## src/rtl/b_lut_inv_pkg.sv

```systemverilog
// Shared constants for the LUT inverter: state encoding, table geometry, latency.
package b_lut_inv_pkg;
   typedef enum logic [1:0] {
      ST_IDLE = 2'd0,
      ST_BUSY = 2'd1,
      ST_DONE = 2'd2
   } state_t;

   localparam int ENTRY_W = 4;
   localparam int ENTRY_N = 16;
   localparam int TABLE_W = ENTRY_W * ENTRY_N;
   localparam int LATENCY = 17;
endpackage

```

## src/rtl/b_lut_inv.sv

```systemverilog
// Inverts a 16-entry 4-bit forward LUT (inv[fwd[i]] = i) and flags whether it was a bijection.
// Latency: ready pulses 17 cycles after the cycle valid is presented in IDLE (16 BUSY + 1 DONE).
// Backpressure: none; valid is ignored while BUSY/DONE and flush aborts to IDLE without ready.
module b_lut_inv
   import b_lut_inv_pkg::*;
(
   input  logic        g_clk,
   input  logic        g_reset,
   input  logic        flush,
   input  logic        valid,
   input  logic [31:0] crs2,
   input  logic [31:0] crs3,
   output logic        ready,
   output logic [31:0] result_lo,
   output logic [31:0] result_hi,
   output logic        perm_ok
);

   state_t               state;
   logic [ENTRY_W-1:0]   cnt;
   logic [TABLE_W-1:0]   op;
   logic [TABLE_W-1:0]   inv;
   logic [ENTRY_N-1:0]   mask;
   logic                 dup;

   logic [ENTRY_W-1:0]   fwd;
   logic [TABLE_W-1:0]   inv_nxt;
   logic [ENTRY_N-1:0]   mask_set;
   logic                 dup_nxt;

   function automatic logic [ENTRY_W-1:0] nib(input logic [TABLE_W-1:0] t,
                                              input logic [ENTRY_W-1:0] i);
      return t[{i, 2'b00} +: ENTRY_W];
   endfunction

   // Next-state view of the table after processing entry cnt; the last BUSY
   // cycle publishes this directly so entry 15 is included in the result.
   always_comb begin
      fwd      = nib(op, cnt);
      inv_nxt  = inv;
      inv_nxt[{fwd, 2'b00} +: ENTRY_W] = cnt;
      mask_set = ENTRY_N'(1) << fwd;
      dup_nxt  = dup | mask[fwd];
   end

   always_ff @(posedge g_clk or posedge g_reset) begin
      if (g_reset) begin
         state     <= ST_IDLE;
         cnt       <= '0;
         op        <= '0;
         inv       <= '0;
         mask      <= '0;
         dup       <= 1'b0;
         ready     <= 1'b0;
         result_lo <= '0;
         result_hi <= '0;
         perm_ok   <= 1'b0;
      end else begin
         ready     <= 1'b0;
         result_lo <= '0;
         result_hi <= '0;
         perm_ok   <= 1'b0;
         if (flush) begin
            state <= ST_IDLE;
         end else begin
            case (state)
               ST_IDLE: begin
                  if (valid) begin
                     op    <= {crs3, crs2};
                     inv   <= '0;
                     mask  <= '0;
                     dup   <= 1'b0;
                     cnt   <= '0;
                     state <= ST_BUSY;
                  end
               end
               ST_BUSY: begin
                  inv  <= inv_nxt;
                  mask <= mask | mask_set;
                  dup  <= dup_nxt;
                  // Counter holds at 15 on exit so it never wraps into a 17th write.
                  if (cnt == 4'hF) begin
                     state     <= ST_DONE;
                     ready     <= 1'b1;
                     result_lo <= inv_nxt[31:0];
                     result_hi <= inv_nxt[63:32];
                     perm_ok   <= ~dup_nxt;
                  end else begin
                     cnt <= cnt + 4'd1;
                  end
               end
               ST_DONE: state <= ST_IDLE;
               default: state <= ST_IDLE;
            endcase
         end
      end
   end

endmodule

```

## config.mk

```make
export PLATFORM = sky130hd
export DESIGN_NAME = b_lut_inv
export DESIGN_NICKNAME = d
export VERILOG_FILES = /design/src/rtl/b_lut_inv_pkg.sv /design/src/rtl/b_lut_inv.sv
export SDC_FILE = /design/constraint.sdc
export NUM_CORES = 1
export LEC_CHECK = 0
export CAP_MARGIN = 20
export CELL_PAD_IN_SITES_DETAIL_PLACEMENT = 1
export CELL_PAD_IN_SITES_GLOBAL_PLACEMENT = 2
export CORE_UTILIZATION = 39
export DETAILED_ROUTE_END_ITERATION = 8
export DONT_BUFFER_PORTS = 1
export GPL_TIMING_DRIVEN = 0
export PLACE_DENSITY = 0.75
export RECOVER_POWER = 25
export SYNTH_ARGS = -nofsm -noshare
export SYNTH_HDL_FRONTEND = slang
export SYNTH_SLANG_ARGS = --single-unit
```

## constraint.sdc

```tcl
create_clock -name g_clk -period 7.8 [get_ports g_clk]
set_input_delay 1.56 -clock g_clk [delete_from_list [all_inputs] [get_ports g_clk]]
set_output_delay 1.56 -clock g_clk [all_outputs]
set_load 0.01 [all_outputs]
```

# Yosys cells after proc, flatten, opt, wreduce, memory -nomap -nowiden
# Index checks and enable logic that the tools add are counted.
# totals
wordCells	61
output_inout_bits	66
in_bits	68
register_bits	217
# classes
n_reduce_logical	6
order_cmp	1
addsub	2
n_bitwise	4
n_shift	4
n_eq_ne	6
n_mux	28
# op_table
op	n
2-to-1 mux 32 bit	6
case mux 64 bit (2 select lines)	1
bitwise mux 64 bit	1
2-to-1 mux 64 bit	1
variable shift 4 x 8 -> 64 bit, first input constant	1
indexed part select 4 x 8 -> 64 bit	1
indexed part select 64 x 7 -> 4 bit	1
case mux 16 bit (2 select lines)	1
2-to-1 mux 16 bit	1
OR 16 bit	1
<< shifter 1 x 4 -> 16 bit, first input constant	1
2-to-1 mux 1 bit	8
2-to-1 mux 4 bit	2
negator 6 -> 8 bit	1
case mux 4 bit (2 select lines)	1
2-to-1 mux 2 bit	3
inequality test 3 bit, second input constant	2
AND reduction 3 bit	2
less-than comparator 4 x 5 -> 1 bit, second input constant	1
adder 4 x 1 -> 4 bit, second input constant	1
binary-select mux 1 bit (select 4 bit)	1
== test 4 bit, second input constant	1
inequality test 2 bit, second input constant	2
case mux 2 bit (2 select lines)	1
other kinds (8)	9

# Depth between registers and ports, before layout
# depth
ltp_word	8
mapped_depth	16
depth_no_buf	10

# Least setup slack after synthesis
# Ideal clock, no wire load.
# synth_timing
path_kind	flip-flop to flip-flop
from	reg cnt[1]
to	reg inv[48]
arrival_ns	3.719
synth_period_minus_slack_ns	3.840
setup_time_ns	0.121
path_stages_with_launch	16
n_path_buf	5
required_time_ns	7.679
path_slack_ns	3.960
path_cell_list	dfrtp_1 buf_2 mux4_2 o22ai_1 a21o_1 buf_2 buf_2 ha_1 ha_1 clkbuf_1 nand2b_1 or2_1 a211o_1 buf_2 a21o_1 a22o_1
# synth_via
elab_chain_len	5
elab_cells_between_ends	6
cone_classes	add/sub: 1; shift: 3; mux: 2
# synth_rtl
element	line_no	text
from (decl)	b_lut_inv.sv:20	logic [ENTRY_W-1:0] cnt;
from (signal assigned)	b_lut_inv.sv:89	cnt <= cnt + 4'd1;
indexed part select 64 x 7 -> 4 bit	b_lut_inv.sv:33	return t[{i, 2'b00} +: ENTRY_W];
negator 6 -> 8 bit	b_lut_inv.sv:41	inv_nxt[{fwd, 2'b00} +: ENTRY_W] = cnt;
indexed part select 4 x 8 -> 64 bit / variable shift 4 x 8 -> 64 bit (equally long branches)	b_lut_inv.sv:41	
bitwise mux 64 bit (*)	b_lut_inv.sv:41	
case mux 64 bit (2 select lines) (*)	b_lut_inv.sv:66	case (state)
to (signal assigned)	b_lut_inv.sv:78	inv <= inv_nxt;
to (decl)	b_lut_inv.sv:22	logic [TABLE_W-1:0] inv;
# Every way passes the cells marked *; elsewhere a longest branch is shown, timed or not.
# A chain may end at the register's enable or synchronous reset.

# Final worst setup path
# layout_timing
from	reg cnt[1]
to	reg inv[18]
# The elaborated chain is that of the path after synthesis.

==> impl_metrics.py <==
metrics = {
    "logic_synthesis": {
        "synth_fp_nets": 865,
        "yosysMostFrequentCell": "dfrtp_1",
        "yosys-top-cells-area": "dfrtp_1 (56%), mux2_2 (7.7%), mux2i_1 (5.3%)",
        "yosysTopAreaCellShare_pct": 56.2,
        "syn_area_per_cell_sq_um": 12.2,
        "synth.distinct_cells": 59,
        "netlist_area_sq_um": 9660,
        "synth_top_cell_by_area": "dfrtp_1",
        "ys_top_cells_by_count": "dfrtp_1 (217), nor2_1 (81), mux2_2 (66)",
        "ys_warn_count": 0,
        "ys_ff_latch": 217,
        "synthCells": 790,
        "ys_seq_area_share_pct": 56.2,
        "async_flop_share_pct": 100,
        "synth_edf_count": 0,
        "synth_ff_type": "dfrtp_1",
    },
    "global_route": {
        "grt_pass1_vias": 7225,
        "grt-ovfl-total": 0,
        "grt_max_degree": 109,
        "grt_pass1_wl_um": 42300,
        "antenna_found_initial": 2,
        "grt.total_usage_pct": 21.4,
    },
    "outcome": {
        "status": "completed",
    },
    "setup_path": {
        "crit_type": "register to register",
        "cp-end-kind": "register",
        "slowest_delay_ps": 450,
        "start_kind": "register",
        "crit_start": "cnt[1]",
        "worst-r2r-cell-count": 15,
        "regToRegSetupSlack_ps": 2910,
        "cpMaxStageDelayCell": "a21oi_2",
        "crit_top_cell": "buf_2",
        "crit_required_ps": 8210,
        "worstPathCellList": "buf_2 -> buf_2 -> inv_1 -> mux2i_1 -> a21o_1 -> buf_2 -> buf_2 -> ha_1 -> ha_1 -> clkbuf_1 -> nand2b_1 -> or2_1 -> a21oi_2 -> o21ai_1 -> a32o_1",
        "arrival_ps": 5310,
        "crit_buf_inv": 6,
        "crit_family": "buffers and inverters",
        "crit_cells": 15,
        "critPathMaxFanout": 11,
        "r2r_start": "cnt[1]",
    },
    "placed_design": {
        "place_congestion": 0.874,
        "port_buffers": 0,
        "hpwlAfterDp_um": 19000,
    },
    "clock_network": {
        "clk_path_buf_depth": 3,
        "numCtsBuffers": 25,
        "h-tree-depth": 1,
        "clkTransAtPathRegs_ps": 60,
        "cts_hold_buf": 0,
        "postCtsSetupBuffers": 0,
        "tritoncts": "done",
        "worstSkewPairLatency_ps": 530,
        "cts_sinks": 217,
        "post_cts_resized": 0,
        "cts_root_buf": "clkbuf_16",
    },
    "power_and_ir_drop": {
        "peakVddDrop_uv": 168,
        "p_per_area_nw_per_um2": 290,
        "leakage_nw": 4.52,
        "finalPower_mw": 3.19,
    },
    "hold_path": {
        "hold_class": "register to register",
        "min_from": "inv[42]",
        "hold_depth": 1,
    },
    "final_layout": {
        "diodes": 0,
        "area_growth_pct": 13.8,
        "nNetsFinal": 894,
        "layout-drive-gt1-share_pct": 19.7,
        "fillers": 2578,
        "utilization_pct": 45.2,
    },
    "floorplanning": {
        "start_util_pct": 39.7,
        "dieArea_sq_um": 25400,
        "num_rows": 57,
        "coreArea_sq_um": 24300,
        "io_pins": 134,
        "die_width_um": 159,
        "fp.dieH_um": 159,
    },
    "timing": {
        "period_share_pct": 62.8,
        "fmaxAchievable_ghz": 0.204,
        "hold_violations": 0,
        "setup_viol_count_final": 0,
        "drv_slew": 0,
        "post-route-min-period_ps": 4890,
        "slew_headroom_pct": 35.4,
        "clock_skew_ps": 13.3,
        "tightest_slew_ps": 959,
        "rsz0062_at_grt": "false",
    },
    "detailed_routing": {
        "vias": 6440,
        "via_per_inst": 5.55,
        "wl_um": 26500,
        "firstDrtPassIters": 4,
        "ant_nets": 0,
        "drc_errors": 0,
        "avgRoutedWirePerCell_um": 22.8,
        "drtIter0Drc": 465,
    },
    "job": {
        "maxCapViolCount": 0,
    },
}
[routing by layer]
layer / wire length (um) / track usage [%] / vias to the layer above
met2: 13100 / 36.6 / 160
met4: 697 / 6.08 / 2
li1: - / - / 2925
met3: 1460 / 3.65 / 46
met1: 11200 / 28.0 / 3307
met5: 13 / 0 / -
[placed cells by master, fill, tap and decap left out, types with 25 or more instances in the layout]
cell,instances
dfrtp_1,217
nor2_1,81
mux2_2,66
nand2_1,52
mux2i_1,51
clkbuf_1,39
o2bb2ai_1,36
nand3_1,30
a21oi_1,25
clkbuf_16,25
[power by group]
part | internal, mW | leakage (nW) | total [mW] | switching, mW
Clock | 0.763 | 0.423 | 1.22 | 0.456
Combinational | 0.248 | 1.21 | 0.726 | 0.478
Sequential | 1.20 | 2.88 | 1.25 | 0.0414
[path summary, 6_finish.rpt]
path / to
worst max-delay path: inv[18]
worst min-delay path: inv[42]
worst max register to register: inv[18]
worst min register to register: inv[42]
max in group asynchronous: inv[6]
min in group asynchronous: op[43]
[state kept, by name, summed over array words and instances (netlist names)]
name	flops
perm_ok	1
mask	16
dup	1
result_lo	32
result_hi	32
inv	64
cnt	4
state	2
ready	1
op	64
[per-stage QoR]
stage	setup slack, ps	hold WS, ps	area, sq um	cells	setup TNS [ps]
floorplan	304	455	9660	790	0
global placement	-1440	472	10100	1114	-306720
detailed placement	2910	477	10100	1116	0
CTS	2880	495	11000	1160	0
global route	2490	510	11000	1160	0
finish	2910	491	11000	1160	0
[kinds of logic after synthesis]
logic type | count (synthesis) | synth area share, %
xor+xnor | 1 | 0.0907
mux | 132 | 16.5
simple gates | 212 | 10.4
buf+inv | 64 | 2.76
compound gates | 157 | 13.2
fa+ha+maj | 7 | 0.907
flops | 217 | 56.2
[final cells by class]
class | instances | area, sq um | share of cell area (%)
timing repair buffer | 2 | 55.1 | 0.501
clock inverter | 12 | 168 | 1.53
tap | 324 | 405 | 3.69
multi-input combinational | 509 | 3960 | 36.1
sequential | 217 | 5430 | 49.4
clock buffer | 32 | 702 | 6.39
buffer | 53 | 225 | 2.05
inverter | 11 | 42.5 | 0.387
Power figures use the tool's default switching activity.
